==> config.mk <==
export PLATFORM = sky130hd
export DESIGN_NAME = multicycle_controller_flat
export DESIGN_NICKNAME = d
export VERILOG_FILES = /design/src/rtl/multicycle_controller_if.sv /design/src/rtl/multicycle_controller.sv /design/src/flat_wrapper.sv
export SDC_FILE = /design/constraint.sdc
export NUM_CORES = 1
export LEC_CHECK = 0
export CORE_MARGIN = 4
export CORE_UTILIZATION = 31
export DETAILED_ROUTE_END_ITERATION = 10
export PLACE_DENSITY = 0.84
export SLEW_MARGIN = 15
export SYNTH_ARGS = -nofsm -noshare
export SYNTH_HDL_FRONTEND = slang
export SYNTH_SLANG_ARGS = --single-unit
==> constraint.sdc <==
create_clock -name clk -period 1.73 [get_ports clk]
set_input_delay 0.346 -clock clk [delete_from_list [all_inputs] [get_ports clk]]
set_output_delay 0.346 -clock clk [all_outputs]
set_load 0.05 [all_outputs]
==> src/rtl/multicycle_controller_if.sv <==
// Control bus of the multicycle RV32I controller: IR/flag/memory-ready inputs and datapath control outputs.
// The controller uses the master modport; the datapath (or a bench) uses the slave modport.
interface multicycle_controller_if #(
  parameter int ALU_CTRL_W = 4,
  parameter int STATE_W    = 4
);
  logic [31:0]           instr;
  logic                  zero;
  logic                  lt;
  logic                  ltu;
  logic                  mem_ready;
  logic                  mem_req;
  logic                  mem_w;
  logic                  adr_src;
  logic                  ir_write;
  logic                  pc_write;
  logic                  reg_w;
  logic [1:0]            alu_src_a;
  logic [1:0]            alu_src_b;
  logic [1:0]            result_src;
  logic [2:0]            imm_src;
  logic [ALU_CTRL_W-1:0] alu_control;
  logic                  instr_done;
  logic                  illegal;
  logic [STATE_W-1:0]    state;

  modport master (
    input  instr, zero, lt, ltu, mem_ready,
    output mem_req, mem_w, adr_src, ir_write, pc_write, reg_w, alu_src_a, alu_src_b,
           result_src, imm_src, alu_control, instr_done, illegal, state
  );

  modport slave (
    output instr, zero, lt, ltu, mem_ready,
    input  mem_req, mem_w, adr_src, ir_write, pc_write, reg_w, alu_src_a, alu_src_b,
           result_src, imm_src, alu_control, instr_done, illegal, state
  );
endinterface

==> src/rtl/multicycle_controller.sv <==
// Moore FSM sequencing fetch/decode/execute/memory/writeback for a shared-ALU RV32I datapath.
// Define CTRL_ILLEGAL_TRAP_EN to lock illegal instructions in a TRAP state; otherwise they retire as NOPs.
module multicycle_controller #(
  parameter int ALU_CTRL_W    = 4,
  parameter bit MEM_HANDSHAKE = 1'b1,
  parameter int STATE_W       = 4
) (
  input logic clk,
  input logic rst,
  multicycle_controller_if.master bus
);
  localparam logic [6:0] OP_LOAD  = 7'b0000011;
  localparam logic [6:0] OP_STORE = 7'b0100011;
  localparam logic [6:0] OP_R     = 7'b0110011;
  localparam logic [6:0] OP_I     = 7'b0010011;
  localparam logic [6:0] OP_BR    = 7'b1100011;
  localparam logic [6:0] OP_JAL   = 7'b1101111;
  localparam logic [6:0] OP_JALR  = 7'b1100111;
  localparam logic [6:0] OP_LUI   = 7'b0110111;

  localparam logic [3:0] ALU_ADD = 4'd0;
  localparam logic [3:0] ALU_SUB = 4'd1;

  typedef enum logic [3:0] {
    S_FETCH    = 4'd0,
    S_DECODE   = 4'd1,
    S_MEMADR   = 4'd2,
    S_MEMREAD  = 4'd3,
    S_MEMWB    = 4'd4,
    S_MEMWRITE = 4'd5,
    S_EXEC_R   = 4'd6,
    S_EXEC_I   = 4'd7,
    S_ALUWB    = 4'd8,
    S_BRANCH   = 4'd9,
    S_JAL      = 4'd10,
    S_JALR_ADR = 4'd11,
    S_JALR     = 4'd12,
    S_LUI      = 4'd13
`ifdef CTRL_ILLEGAL_TRAP_EN
    , S_TRAP   = 4'd14
`endif
  } state_e;

  function automatic logic [3:0] alu_dec(input logic [2:0] f3, input logic b5);
    case (f3)
      3'b000:  alu_dec = b5 ? 4'd1 : 4'd0;
      3'b001:  alu_dec = 4'd7;
      3'b010:  alu_dec = 4'd5;
      3'b011:  alu_dec = 4'd6;
      3'b100:  alu_dec = 4'd4;
      3'b101:  alu_dec = b5 ? 4'd9 : 4'd8;
      3'b110:  alu_dec = 4'd3;
      default: alu_dec = 4'd2;
    endcase
  endfunction

  function automatic logic br_taken(input logic [2:0] f3, input logic z, input logic l, input logic lu);
    case (f3)
      3'b000:  br_taken = z;
      3'b001:  br_taken = ~z;
      3'b100:  br_taken = l;
      3'b101:  br_taken = ~l;
      3'b110:  br_taken = lu;
      3'b111:  br_taken = ~lu;
      default: br_taken = 1'b0;
    endcase
  endfunction

  state_e      state_q, state_d, dec_next_s;
  logic [6:0]  op_s;
  logic [2:0]  f3_s;
  logic        b5_s, rdy_s, legal_s;
  logic        mem_req_s, mem_w_s, adr_src_s, ir_write_s, pc_write_s, reg_w_s, done_s, illegal_s;
  logic [1:0]  src_a_s, src_b_s, result_s;
  logic [2:0]  imm_s, imm_dec_s;
  logic [3:0]  alu_s;
  logic        unused_bits_s;

  assign op_s  = bus.instr[6:0];
  assign f3_s  = bus.instr[14:12];
  assign b5_s  = bus.instr[30];
  assign rdy_s = MEM_HANDSHAKE ? bus.mem_ready : 1'b1;
  assign unused_bits_s = ^{bus.instr[31], bus.instr[29:15], bus.instr[11:7]};

  // Immediate format follows the opcode in every state
  always_comb begin
    case (op_s)
      OP_STORE: imm_dec_s = 3'b001;
      OP_BR:    imm_dec_s = 3'b010;
      OP_JAL:   imm_dec_s = 3'b011;
      OP_LUI:   imm_dec_s = 3'b100;
      default:  imm_dec_s = 3'b000;
    endcase
  end

  // Opcode dispatch out of DECODE; reserved branch funct3 counts as illegal
  always_comb begin
    legal_s    = 1'b1;
    dec_next_s = S_FETCH;
    case (op_s)
      OP_LOAD, OP_STORE: dec_next_s = S_MEMADR;
      OP_R:              dec_next_s = S_EXEC_R;
      OP_I:              dec_next_s = S_EXEC_I;
      OP_BR: begin
        if (f3_s[2:1] == 2'b01) begin
          legal_s = 1'b0;
        end else begin
          dec_next_s = S_BRANCH;
        end
      end
      OP_JAL:            dec_next_s = S_JAL;
      OP_JALR:           dec_next_s = S_JALR_ADR;
      OP_LUI:            dec_next_s = S_LUI;
      default:           legal_s = 1'b0;
    endcase
  end

  // State register
  always_ff @(posedge clk or posedge rst) begin
    if (rst) begin
      state_q <= S_FETCH;
    end else begin
      state_q <= state_d;
    end
  end

  // Next state and Moore control decode
  always_comb begin
    state_d    = state_q;
    mem_req_s  = 1'b0;
    mem_w_s    = 1'b0;
    adr_src_s  = 1'b0;
    ir_write_s = 1'b0;
    pc_write_s = 1'b0;
    reg_w_s    = 1'b0;
    done_s     = 1'b0;
    illegal_s  = 1'b0;
    src_a_s    = 2'b00;
    src_b_s    = 2'b00;
    result_s   = 2'b00;
    imm_s      = imm_dec_s;
    alu_s      = ALU_ADD;
    case (state_q)
      S_FETCH: begin
        mem_req_s = 1'b1;
        src_b_s   = 2'b10;
        result_s  = 2'b10;
        if (rdy_s) begin
          ir_write_s = 1'b1;
          pc_write_s = 1'b1;
          state_d    = S_DECODE;
        end else begin
          state_d    = S_FETCH;
        end
      end
      S_DECODE: begin
        src_a_s = 2'b01;
        src_b_s = 2'b01;
        if (legal_s) begin
          state_d = dec_next_s;
        end else begin
`ifdef CTRL_ILLEGAL_TRAP_EN
          state_d = S_TRAP;
`else
          done_s  = 1'b1;
          state_d = S_FETCH;
`endif
        end
      end
      S_MEMADR: begin
        src_a_s = 2'b10;
        src_b_s = 2'b01;
        state_d = op_s[5] ? S_MEMWRITE : S_MEMREAD;
      end
      S_MEMREAD: begin
        mem_req_s = 1'b1;
        adr_src_s = 1'b1;
        state_d   = rdy_s ? S_MEMWB : S_MEMREAD;
      end
      S_MEMWB: begin
        result_s = 2'b01;
        reg_w_s  = 1'b1;
        done_s   = 1'b1;
        state_d  = S_FETCH;
      end
      S_MEMWRITE: begin
        mem_req_s = 1'b1;
        mem_w_s   = 1'b1;
        adr_src_s = 1'b1;
        done_s    = rdy_s;
        state_d   = rdy_s ? S_FETCH : S_MEMWRITE;
      end
      S_EXEC_R: begin
        src_a_s = 2'b10;
        alu_s   = alu_dec(f3_s, b5_s);
        state_d = S_ALUWB;
      end
      S_EXEC_I: begin
        src_a_s = 2'b10;
        src_b_s = 2'b01;
        alu_s   = alu_dec(f3_s, b5_s & (f3_s == 3'b101));
        state_d = S_ALUWB;
      end
      S_ALUWB: begin
        reg_w_s = 1'b1;
        done_s  = 1'b1;
        state_d = S_FETCH;
      end
      S_BRANCH: begin
        src_a_s    = 2'b10;
        alu_s      = ALU_SUB;
        pc_write_s = br_taken(f3_s, bus.zero, bus.lt, bus.ltu);
        done_s     = 1'b1;
        state_d    = S_FETCH;
      end
      S_JAL: begin
        src_a_s    = 2'b01;
        src_b_s    = 2'b10;
        pc_write_s = 1'b1;
        state_d    = S_ALUWB;
      end
      S_JALR_ADR: begin
        src_a_s = 2'b10;
        src_b_s = 2'b01;
        imm_s   = 3'b000;
        state_d = S_JALR;
      end
      S_JALR: begin
        src_a_s    = 2'b01;
        src_b_s    = 2'b10;
        pc_write_s = 1'b1;
        state_d    = S_ALUWB;
      end
      S_LUI: begin
        src_a_s = 2'b11;
        src_b_s = 2'b01;
        imm_s   = 3'b100;
        state_d = S_ALUWB;
      end
`ifdef CTRL_ILLEGAL_TRAP_EN
      S_TRAP: begin
        imm_s     = 3'b000;
        illegal_s = 1'b1;
        state_d   = S_TRAP;
      end
`endif
      default: begin
        state_d = S_FETCH;
      end
    endcase
  end

  // Reset masks every control line so no strobe survives an asynchronous abort
  assign bus.mem_req     = mem_req_s  & ~rst;
  assign bus.mem_w       = mem_w_s    & ~rst;
  assign bus.adr_src     = adr_src_s  & ~rst;
  assign bus.ir_write    = ir_write_s & ~rst;
  assign bus.pc_write    = pc_write_s & ~rst;
  assign bus.reg_w       = reg_w_s    & ~rst;
  assign bus.instr_done  = done_s     & ~rst;
  assign bus.illegal     = illegal_s  & ~rst;
  assign bus.alu_src_a   = rst ? 2'b00 : src_a_s;
  assign bus.alu_src_b   = rst ? 2'b00 : src_b_s;
  assign bus.result_src  = rst ? 2'b00 : result_s;
  assign bus.imm_src     = rst ? 3'b000 : imm_s;
  assign bus.alu_control = rst ? {ALU_CTRL_W{1'b0}} : ALU_CTRL_W'(alu_s);
  assign bus.state       = STATE_W'(state_q);
endmodule

==> src/flat_wrapper.sv <==
// flat-port wrapper written by rule: the top's interface ports become plain ports
module multicycle_controller_flat 
#(
  parameter int ALU_CTRL_W    = 4,
  parameter bit MEM_HANDSHAKE = 1'b1,
  parameter int STATE_W       = 4
)
  (clk, rst, bus_instr, bus_zero, bus_lt, bus_ltu, bus_mem_ready, bus_mem_req, bus_mem_w, bus_adr_src, bus_ir_write, bus_pc_write, bus_reg_w, bus_alu_src_a, bus_alu_src_b, bus_result_src, bus_imm_src, bus_alu_control, bus_instr_done, bus_illegal, bus_state);
  multicycle_controller_if #(.ALU_CTRL_W(ALU_CTRL_W), .STATE_W(STATE_W)) bus_i ();
  input logic clk;
  input logic rst;
  input wire logic [$bits(bus_i.instr)-1:0] bus_instr;
  input wire logic [$bits(bus_i.zero)-1:0] bus_zero;
  input wire logic [$bits(bus_i.lt)-1:0] bus_lt;
  input wire logic [$bits(bus_i.ltu)-1:0] bus_ltu;
  input wire logic [$bits(bus_i.mem_ready)-1:0] bus_mem_ready;
  output wire logic [$bits(bus_i.mem_req)-1:0] bus_mem_req;
  output wire logic [$bits(bus_i.mem_w)-1:0] bus_mem_w;
  output wire logic [$bits(bus_i.adr_src)-1:0] bus_adr_src;
  output wire logic [$bits(bus_i.ir_write)-1:0] bus_ir_write;
  output wire logic [$bits(bus_i.pc_write)-1:0] bus_pc_write;
  output wire logic [$bits(bus_i.reg_w)-1:0] bus_reg_w;
  output wire logic [$bits(bus_i.alu_src_a)-1:0] bus_alu_src_a;
  output wire logic [$bits(bus_i.alu_src_b)-1:0] bus_alu_src_b;
  output wire logic [$bits(bus_i.result_src)-1:0] bus_result_src;
  output wire logic [$bits(bus_i.imm_src)-1:0] bus_imm_src;
  output wire logic [$bits(bus_i.alu_control)-1:0] bus_alu_control;
  output wire logic [$bits(bus_i.instr_done)-1:0] bus_instr_done;
  output wire logic [$bits(bus_i.illegal)-1:0] bus_illegal;
  output wire logic [$bits(bus_i.state)-1:0] bus_state;
  assign bus_i.instr = bus_instr;
  assign bus_i.zero = bus_zero;
  assign bus_i.lt = bus_lt;
  assign bus_i.ltu = bus_ltu;
  assign bus_i.mem_ready = bus_mem_ready;
  assign bus_mem_req = bus_i.mem_req;
  assign bus_mem_w = bus_i.mem_w;
  assign bus_adr_src = bus_i.adr_src;
  assign bus_ir_write = bus_i.ir_write;
  assign bus_pc_write = bus_i.pc_write;
  assign bus_reg_w = bus_i.reg_w;
  assign bus_alu_src_a = bus_i.alu_src_a;
  assign bus_alu_src_b = bus_i.alu_src_b;
  assign bus_result_src = bus_i.result_src;
  assign bus_imm_src = bus_i.imm_src;
  assign bus_alu_control = bus_i.alu_control;
  assign bus_instr_done = bus_i.instr_done;
  assign bus_illegal = bus_i.illegal;
  assign bus_state = bus_i.state;
  multicycle_controller #(.ALU_CTRL_W(ALU_CTRL_W), .MEM_HANDSHAKE(MEM_HANDSHAKE), .STATE_W(STATE_W)) u_core (.clk(clk), .rst(rst), .bus(bus_i));
endmodule
## Word-level counts from Yosys, hierarchy flattened

Index checks and enable logic that the tools add are counted.

- Eq/ne operators: 29
- Muxes and demuxes: 37
- Bitwise logic cells: 12
- Reductions and logical operators: 14

Operators with widths:

| kind | count |
|---|---|
| 4-bit one-hot mux with 7 select lines | 4 |
| 4-bit equality test (second input constant) | 6 |
| 7-bit by 6-bit equality test with 1-bit output (second input constant) | 3 |
| 7-bit equality test (second input constant) | 3 |
| 4-bit by 3-bit equality test with 1-bit output (second input constant) | 4 |
| 5-bit OR reduction | 3 |
| 1-bit two-way mux | 13 |
| 3-bit equality test (second input constant) | 4 |
| 3-bit two-way mux | 4 |
| 4-bit two-way mux | 3 |
| 3-bit one-hot mux with 4 select lines | 1 |
| 4-bit one-hot mux with 3 select lines | 1 |
| 3-bit OR reduction | 4 |
| 1-bit AND | 8 |
| 4-bit by 2-bit equality test with 1-bit output (second input constant) | 2 |
| 2-bit one-hot mux with 2 select lines | 2 |
| 2-bit OR reduction | 4 |
| 7-bit by 2-bit equality test with 1-bit output (second input constant) | 1 |
| 7-bit by 5-bit equality test with 1-bit output (second input constant) | 1 |
| 7-bit OR reduction | 1 |
| 3-bit by 2-bit equality test with 1-bit output (second input constant) | 2 |
| 2-bit two-way mux | 3 |
| 1-bit one-hot mux with 3 select lines | 2 |
| 1-bit one-hot mux with 6 select lines | 1 |
| 9 further kinds | 12 |

- Register bits: 4
- Input bits: 38
- Output and inout bits: 25
- Word-level logic and storage cells: 93

## Depth between registers and ports, before layout

Gate-level depths: netlist of run 1.

- Word-level depth: 6
- Mapped depth: 6

## Worst setup path after synthesis of run 1

No wires, ideal clock.

- Path type: register -> output
- Start point: register u_core.state_q[0], in the netlist u_core.bus.state[0]
- End point: output bus_imm_src[1]
- Data arrival time: 2807 ps
- Required time: 1384 ps
- Slack: -1423 ps
- Stages on the path, launching flop included: 6
- Path buffers: 2
- Cells stage by stage: dfrtp_1 -> buf_4 -> clkbuf_1 -> nand3_1 -> nand4_1 -> nor4b_1

- Word-level cells in the longest chain between the ends: 3

Ends and longest elaborated chain:

| what | line | text |
|---|---|---|
| from (decl) | multicycle_controller.sv:69 | `state_e state_q, state_d, dec_next_s;` |
| from (signal assigned) | multicycle_controller.sv:123 | `state_q <= state_d;` |
| 4-bit equality test | multicycle_controller.sv:143 | `case (state_q)` |
| 3-bit one-hot mux with 2 select lines (*) | multicycle_controller.sv:143 |  |
| 3-bit two-way mux (*) | multicycle_controller.sv:265 | `assign bus.imm_src = rst ? 3'b000 : imm_s;` |
| to (decl) | flat_wrapper.sv:26 | `output wire logic [$bits(bus_i.imm_src)-1:0] bus_imm_src;` |

Every way passes the cells marked *; elsewhere a longest branch is shown, timed or not.

## Worst setup path in the final report of run 1

- Start point: register u_core.state_q[2], in the netlist u_core.bus.state[2]
- End point: output bus_pc_write

- Word-level cells in the longest chain between the ends: 4

Ends and longest elaborated chain:

| what | line | text |
|---|---|---|
| 4-bit equality test | multicycle_controller.sv:143 |  |
| 2-bit OR reduction (no source line) | - |  |
| 1-bit one-hot mux with 3 select lines (*) | multicycle_controller.sv:143 |  |
| 1-bit AND (*) | multicycle_controller.sv:258 | `assign bus.pc_write = pc_write_s & ~rst;` |
| to (decl) | flat_wrapper.sv:21 | `output wire logic [$bits(bus_i.pc_write)-1:0] bus_pc_write;` |

Marks and branches as above.

==> results of run 1 <==
==> metal layers <==
layer | share of wire | routed length [um] | vias up | global-route usage
met2 | 0.46 | 3280 | 175 | 0.588
met5 | 0 | 0 | - | 0
met1 | 0.35 | 2460 | 795 | 0.418
met3 | 0.11 | 776 | 71 | 0.0964
li1 | - | - | 666 | -
met4 | 0.081 | 572 | 0 | 0.207
==> power breakdown <==
| group | internal (mW) | total [mW] | leakage (nW) | switching, mW |
|---|---|---|---|---|
| clock network | 0.0785 | 0.130 | 0.0138 | 0.0516 |
| logic | 0.346 | 0.763 | 0.902 | 0.418 |
| registers | 0.100 | 0.114 | 0.0480 | 0.0139 |
==> area by class of cell <==
| cell class | instances | area (um2) | area share |
|---|---|---|---|
| Timing Repair Buffer | 103 | 1150 | 0.462 |
| Inverter | 6 | 27.5 | 0.0111 |
| Tap cell | 30 | 37.5 | 0.0151 |
| Antenna cell | 1 | 2.50 | 0.00101 |
| Multi-Input combinational cell | 108 | 1140 | 0.460 |
| Sequential cell | 4 | 105 | 0.0423 |
| Clock buffer | 3 | 22.5 | 0.00907 |
==> how the worst max path moves through the flow <==
stage	start	to	slack [ns]	cells after the start
after floorplan	u_core.bus.state[0]$_DFF_PP0_	bus_mem_req	-0.46	4
after global placement	bus_mem_ready	bus_pc_write	-0.55	6
final	u_core.bus.state[2]$_DFF_PP0_	bus_pc_write	-0.50	5
after CTS	u_core.bus.state[2]$_DFF_PP0_	bus_pc_write	-0.44	5
after global routing	u_core.bus.state[3]$_DFF_PP0_	bus_instr_done	-0.53	6
after detailed placement	bus_mem_ready	bus_pc_write	-0.61	6
==> repair_timing <==
item	in CTS	in global routing
pin swaps	25	13
setup endpoints to repair	23	23
hold buffers	0	0
buffers inserted	8	7
gates resized for setup	68	21
endpoints found under the hold margin	0	0
==> cells in the mapped netlist, types with 2 or more instances <==
master,number,area share
a211oi_1,3,0.026
a21oi_1,11,0.063
a31oi_1,3,0.021
buf_2,5,0.029
buf_4,3,0.026
clkbuf_1,3,0.013
dfrtp_1,4,0.11
inv_1,5,0.021
mux2i_1,3,0.034
nand2_1,11,0.047
nand2b_1,6,0.043
nand3_1,5,0.029
nor2_1,13,0.056
nor2b_1,2,0.014
nor3_1,8,0.046
nor4_1,4,0.029
nor4b_1,2,0.020
o21ai_0,2,0.011
o21bai_1,2,0.017
o22ai_1,2,0.014
or3b_1,2,0.020
xnor2_1,4,0.040
xor2_1,3,0.030
==> critical path, stage by stage, from the launching register on <==
cell	delay [ns]
dfrtp_2	0.43
or3b_4	0.40
a221oi_4	0.31
a21oi_2	0.10
nor3_4	0.22
buf_12	0.17
==> logic make-up after synthesis <==
family	count (synthesis)
and+or+nand+nor	65
AOI/OAI and AO/OA	32
buffers and inverters	18
xor gates and xnor gates	7
DFF	4
muxes	3
other	1
==> per-stage QoR <==
step                hold WS (ns)  setup slack [ns]  total power, mW  cells
floorplan                  0.129            -0.458            0.446    130
global placement           0.804            -0.547            0.700    238
detailed placement         0.838            -0.612            0.722    238
CTS                        0.344            -0.445            0.906    249
global route               0.366            -0.535             1.02    255
finish                     0.351            -0.498             1.01    255
==> summary.md, run 1 <==
| Metric | Value |
|---|---|
| First-pass GRT wire length | `9.38 mm` |
| Crit path launch type | `register` |
| GRT overflow | `0` |
| Routed wire length | `7.09 mm` |
| Setup violations, final | `23` |
| Crit. End Element | `output port` |
| Clock slew at reported path FFs | `0.04 ns` |
| Total leakage power | `0.964 nW` |
| Mapped cell area | `873 um2` |
| Synth Flop Type | `dfrtp_1` |
| Clock Tree Root | `clkbuf_4` |
| Vias per cell | `6.69` |
| Largest family of logic cells by synthesized area | `simple AND/OR/NAND/NOR gates` |
| Die Span Y | `61.1 um` |
| Synthesized area per cell | `6.72 um2` |
| Pin count of the biggest net entering global routing | `14` |
| Ys Warns | `0` |
| RD Place Congestion | `0.957` |
| H-Tree Depth | `1` |
| Max FFs per register | `4` |
| Max Clk Rate | `0.449 GHz` |
| Compound-Gate Fraction of Synth Area | `0.248` |
| FF-to-FF path depth | `7` |
| Simple-gate share of the synthesized area | `0.423` |
| Cell Rows | `18` |
| Most frequent cells in the layout | `50 x buf_4, 23 x buf_12, 12 x buf_6, 9 x nor2_4, 7 x nand2_1` |
| CTS tree | `yes` |
| Max Cap Viol | `0` |
| Nets | `264` |
| Async SR Flop Fraction | `1.00` |
| Syn-to-layout area delta | `184%` |
| Crit Path Class | `register to output port` |
| CTS sink count | `4` |
| Total CTS buffers | `3` |
| Synth Area in Adders | `0` |
| Final Max Tran Viols | `0` |
| Most common cell after layout, fill and taps aside | `buf_4` |
| Post-synth net total | `168` |
| Port bufs | `40` |
| Maximum clock insertion buffer count | `2` |
| Average wire per standard cell | `27.8 um` |
| Register-to-register setup slack | `-0.18 ns` |
| Final setup TNS | `-6.39 ns` |
| Share of cells above drive strength 1 | `0.719` |
| VDD IR max | `391 uV` |
| Critical Path RT | `1.38 ns` |
| RSZ-0062 raised after global routing | `true` |
| Layout fillers | `54` |
| Core ar. | `2590 um2` |
| Antenna violations before repair | `1` |
| Post-synth EDFFs | `0` |
| Worst-path fanout max | `4` |
| Seq cells post-synth | `4` |
| Failing checks | `negative setup slack` |
| Io pins | `63` |
| Multiplexer share of the synthesized area | `0.0344` |
| Post-layout util | `0.958` |
| Worst hold path class | `input port to asynchronous set/reset pin` |
| Clock skew | `0.00534 ns` |
| Register area share after synthesis | `0.115` |
| Final ANT Viol Nets | `0` |
| Vias in the first global route | `1674` |
| Library cells used by synthesis | `47` |
| Syn Inst Count | `130` |
| Pre-antenna DRT Iters | `5` |
| DP Area | `2110 um2` |
| Total die area | `3730 um2` |
| Period utilization | `1.29` |
| DRC errors left | `0` |
| Pwr/cell area | `406 nW/um2` |
| Status | `finished, violations left` |
| Worst r2r dst | `u_core.bus.state[2]$_DFF_PP0_` |
| Finished Cell Area | `2480 um2` |
| GRT Total Usage | `0.358` |
| WP data arrival | `1.88 ns` |
| Die W | `61.1 um` |
| Crit path time final | `2.23 ns` |
| Reg2Reg Launch Point | `u_core.bus.state[1]$_DFF_PP0_` |
| Vias | `1707` |
| Setup ws final | `-0.498 ns` |
| Worst-Skew Late Latency | `0.25 ns` |
| Final-report hold violation count | `0` |
| Synth Area in XOR/XNOR | `0.0702` |
| Starting density of the core | `0.337` |
| DRT iter0 DRCs | `181` |
| Post-DP HPWL | `3.46 mm` |
Note: power is estimated with default switching activity, not from simulation.
==> run 2: changes to the inputs <==
- CAP_MARGIN: not set -> 25
- GPL_ROUTABILITY_DRIVEN: not set -> 0
==> summary.md, run 2 <==
| Metric | Value |
|---|---|
| Status | `did not finish` |
| Failing step | `global routing` |
| Stop err | `[ERROR DPL-0038] Utilization greater than 100%, impossible to legalize` |
| Seq cells post-synth | `4 (unchanged)` |
| H-Tree Depth | `1 (unchanged)` |
| Total CTS buffers | `3 (unchanged)` |
| Library cells used by synthesis | `47 (unchanged)` |
| Area contributors post-synth | `dfrtp_1 11%, a21oi_1 6.3%, nor2_1 5.6%` |
| Ys Warns | `0 (unchanged)` |
| Syn Inst Count | `130 (unchanged)` |
| Maximum clock insertion buffer count | `2 (unchanged)` |
| Type of pin the worst path ends at | `output port` |
| CTS sink count | `4 (unchanged)` |
| Post-DP HPWL | `3.76 mm (+8.5%)` |
| Die W | `61.1 um (unchanged)` |
| Yosys top cell area share | `0.115 (unchanged)` |
| Clock Tree Root | `clkbuf_4` |
| Pin count of the biggest net entering global routing | `16` |
| Placed cell count | `240 (+0.84%)` |
| Synthesized area per cell | `6.72 um2 (unchanged)` |
| Post-synth EDFFs | `0 (unchanged)` |
| Cts hold-fix bufs | `0 (unchanged)` |
| Starting density of the core | `0.337 (unchanged)` |
| Mapped cell area | `873 um2 (unchanged)` |
| Synth Flop Type | `dfrtp_1` |
| Async SR Flop Fraction | `1.00 (unchanged)` |
| Synth area leader | `dfrtp_1` |
| Cell Rows | `18 (unchanged)` |
| DP Area | `2130 um2 (+0.71%)` |
| Synth top cells by count | `13 x nor2_1, 11 x a21oi_1, 11 x nand2_1, 8 x nor3_1, 6 x nand2b_1` |
| Die Span Y | `61.1 um (unchanged)` |
| Register area share after synthesis | `0.115 (unchanged)` |
| Worst_ep grt | `bus_pc_write` |
| Io pins | `63 (unchanged)` |
| Port bufs | `40 (unchanged)` |
| Post-synth net total | `168 (unchanged)` |
| Most common cell in the netlist | `nor2_1` |
run 2: cell counts after synthesis:
No cell type changed its count.
run 2: metrics by stage:
step                      setup slack (ns)  TNS (ns)
after CTS                           -0.560     -6.66
after detailed placement            -0.678     -8.89
after floorplan                     -0.458     -3.47
after global placement              -0.548     -7.76
run 2: logic make-up after synthesis:
family / after synthesis / synth area share
and+or+nand+nor: 65 / 0.423
AOI/OAI and AO/OA: 32 / 0.248
buffers and inverters: 18 / 0.106
xor gates and xnor gates: 7 / 0.0702
DFF: 4 / 0.115
muxes: 3 / 0.0344
other: 1 / 0.00429
run 2: repair_timing:
item / CTS
buffers inserted: 10
resized for setup: 50
pin swaps: 21
setup endpoints to repair: 23
==> run 3: changes to the inputs <==
- CORE_UTILIZATION: 31 -> 20
- PLACE_DENSITY: 0.84 -> not set
- PLACE_DENSITY_LB_ADDON: not set -> 0.15
- clock period: 1.73 -> 2.2 ns (I/O delays scaled with it)
==> summary.md, run 3 (synthesis results as in run 1) <==
| Metric | Value |
|---|---|
| Status | `finished, violations left` |
| Failing checks | `negative setup slack` |
| Most common cell after layout, fill and taps aside | `buf_4` |
| CP Launch Point | `u_core.bus.state[3]$_DFF_PP0_` |
| Most frequent cells in the layout | `40 x buf_4, 22 x buf_12, 10 x nand2_1, 8 x nor2_1, 7 x dlygate4sd2_1` |
| Reg power frac | `0.134` |
| Internal power component | `0.419 mW` |
| Vias | `1242` |
| Max Cap Viol | `0` |
| Cts hold-fix bufs | `0 (unchanged)` |
| Pre-antenna DRT Iters | `4` |
| Crit path launch type | `register` |
| DRC errors left | `0` |
| Final ANT Viol Nets | `0` |
| Crit path time final | `2.21 ns` |
| Worst-path fanout max | `2` |
| Max Clk Rate | `0.451 GHz` |
| Antenna violations before repair | `0` |
| Clock slew at reported path FFs | `0.03 ns` |
| Post-DP HPWL | `2.67 mm (-29%)` |
| CTS sink count | `4 (unchanged)` |
| Sw Pwr | `0.282 mW` |
| Placed cell count | `238 (-0.83%)` |
| Critical Path RT | `1.76 ns` |
| Total leakage power | `0.845 nW` |
| FF-to-FF path depth | `6` |
| Worst hold path class | `input port to asynchronous set/reset pin` |
| Clock Power Share | `0.217` |
| Average wire per standard cell | `14.2 um` |
| Clock skew | `0.00377 ns` |
| Net Sw Frac | `0.403` |
| Io pins | `63 (unchanged)` |
| DRT iter0 DRCs | `59` |
| Die W | `74.1 um (+21%)` |
| Total die area | `5490 um2` |
| Setup ws final | `-0.0150 ns` |
| Crit Path Class | `register to output port` |
| First-pass GRT wire length | `5.41 mm` |
| Setup slack at placement | `-0.314 ns (+0.364 ns)` |
| Worst-Margin Slew | `0.500 ns` |
| Reg2Reg Launch Point | `u_core.bus.state[1]$_DFF_PP0_` |
| Pin count of the biggest net entering global routing | `24` |
| Die Span Y | `74.1 um (+21%)` |
| RSZ-0062 raised after global routing | `true` |
| WP data arrival | `1.77 ns` |
| Total CTS buffers | `3 (unchanged)` |
| Combinational share of power | `0.649` |
| Vias in the first global route | `1192` |
| Core ar. | `4120 um2` |
| Maximum clock insertion buffer count | `2 (unchanged)` |
| Port bufs | `40 (unchanged)` |
| Routed wire length | `3.59 mm` |
| VDD IR max | `281 uV` |
| GRT Total Usage | `0.122` |
| Fin cells | `253` |
| CTS tree | `yes` |
| Final Max Tran Viols | `0` |
| Syn-to-layout area delta | `143%` |
| Layout fillers | `387` |
| Setup violations, final | `2` |
| Relative slew slack | `0.666` |
| Vias per cell | `4.91` |
| Register-to-register setup slack | `0.46 ns` |
| Worst-Skew Late Latency | `0.22 ns` |
| Inserted Diodes | `0` |
| Starting density of the core | `0.212 (-0.125)` |
| Period utilization | `1.01` |
| Share of cells above drive strength 1 | `0.591` |
| Worst r2r dst | `u_core.bus.state[0]$_DFF_PP0_` |
| Final-report hold violation count | `0` |
| Nets | `243` |
| Pwr/cell area | `331 nW/um2` |
| Crit. End Element | `output port` |
| Max FFs per register | `4` |
| Cell Rows | `23 (+5)` |
| Clock Tree Root | `clkbuf_8` |
| GRT overflow | `0` |
| H-Tree Depth | `1 (unchanged)` |
==> run 3: cell type report <==
type                       instances  area, um2  share of cell area
timing repair buffer              82        953               0.450
multi-input combinational        108        933               0.441
sequential                         4        105              0.0496
tap                               50       62.6              0.0295
clock buffer                       3       41.3              0.0195
inverter                           6       22.5              0.0106
==> run 3: worst max path at each step <==
stage | slack (ns) | to | cells after the start
2_1_floorplan | -0.08 | bus_mem_req | 4
4_1_cts | -0.06 | bus_pc_write | 5
3_5_place_dp | -0.31 | bus_pc_write | 6
5_1_grt | -0.08 | bus_pc_write | 5
3_3_place_gp | -0.32 | bus_pc_write | 6
6_report | -0.01 | bus_pc_write | 5
==> run 3: what timing repair did <==
action                                  in CTS  in global routing
resized for setup                           38                 15
pin swaps                                   11                 11
endpoints found under the setup margin      13                  9
setup buffers                                8                  3
endpoints found under the hold margin        0                  0
gates cloned                                 1                  0
==> run 3: critical path, cell delays in order, from the launching register on <==
cell and delay [ns]:
dfrtp_2 0.42, or3b_4 0.41, a221oi_4 0.29, a21oi_2 0.08, nor3_4 0.20, buf_12 0.16
==> run 3: power groups by stage <==
stage | clock (mW) | sequential, mW | combinational [mW]
floorplan | 0 | 0.0984 | 0.214
detailed placement | 0 | 0.0939 | 0.403
finish | 0.152 | 0.0939 | 0.455
CTS | 0.155 | 0.0933 | 0.437
global placement | 0 | 0.0935 | 0.398
global route | 0.162 | 0.0947 | 0.480
==> run 3: layer usage <==
metal | vias up | part of all wire | global-route usage | wire [um]
met5 | - | 0 | 0 | 0
li1 | 621 | - | - | -
met4 | 0 | 0.0086 | 0.0382 | 31
met3 | 4 | 0.046 | 0.0135 | 165
met1 | 583 | 0.42 | 0.152 | 1520
met2 | 34 | 0.52 | 0.219 | 1870
==> run 3: stage by stage <==
step / util / hold WS (ns) / cell area [um2] / TNS [ns] / total power [mW]
after floorplan: - / 0.223 / 998 / -0.0897 / 0.313
after global placement: 0.442 / 0.808 / 1820 / -1.36 / 0.492
after detailed placement: 0.442 / 0.812 / 1820 / -1.46 / 0.497
after CTS: 0.501 / 0.538 / 2060 / -0.0941 / 0.685
after global routing: 0.515 / 0.561 / 2120 / -0.257 / 0.736
final: 0.515 / 0.543 / 2120 / -0.0195 / 0.701
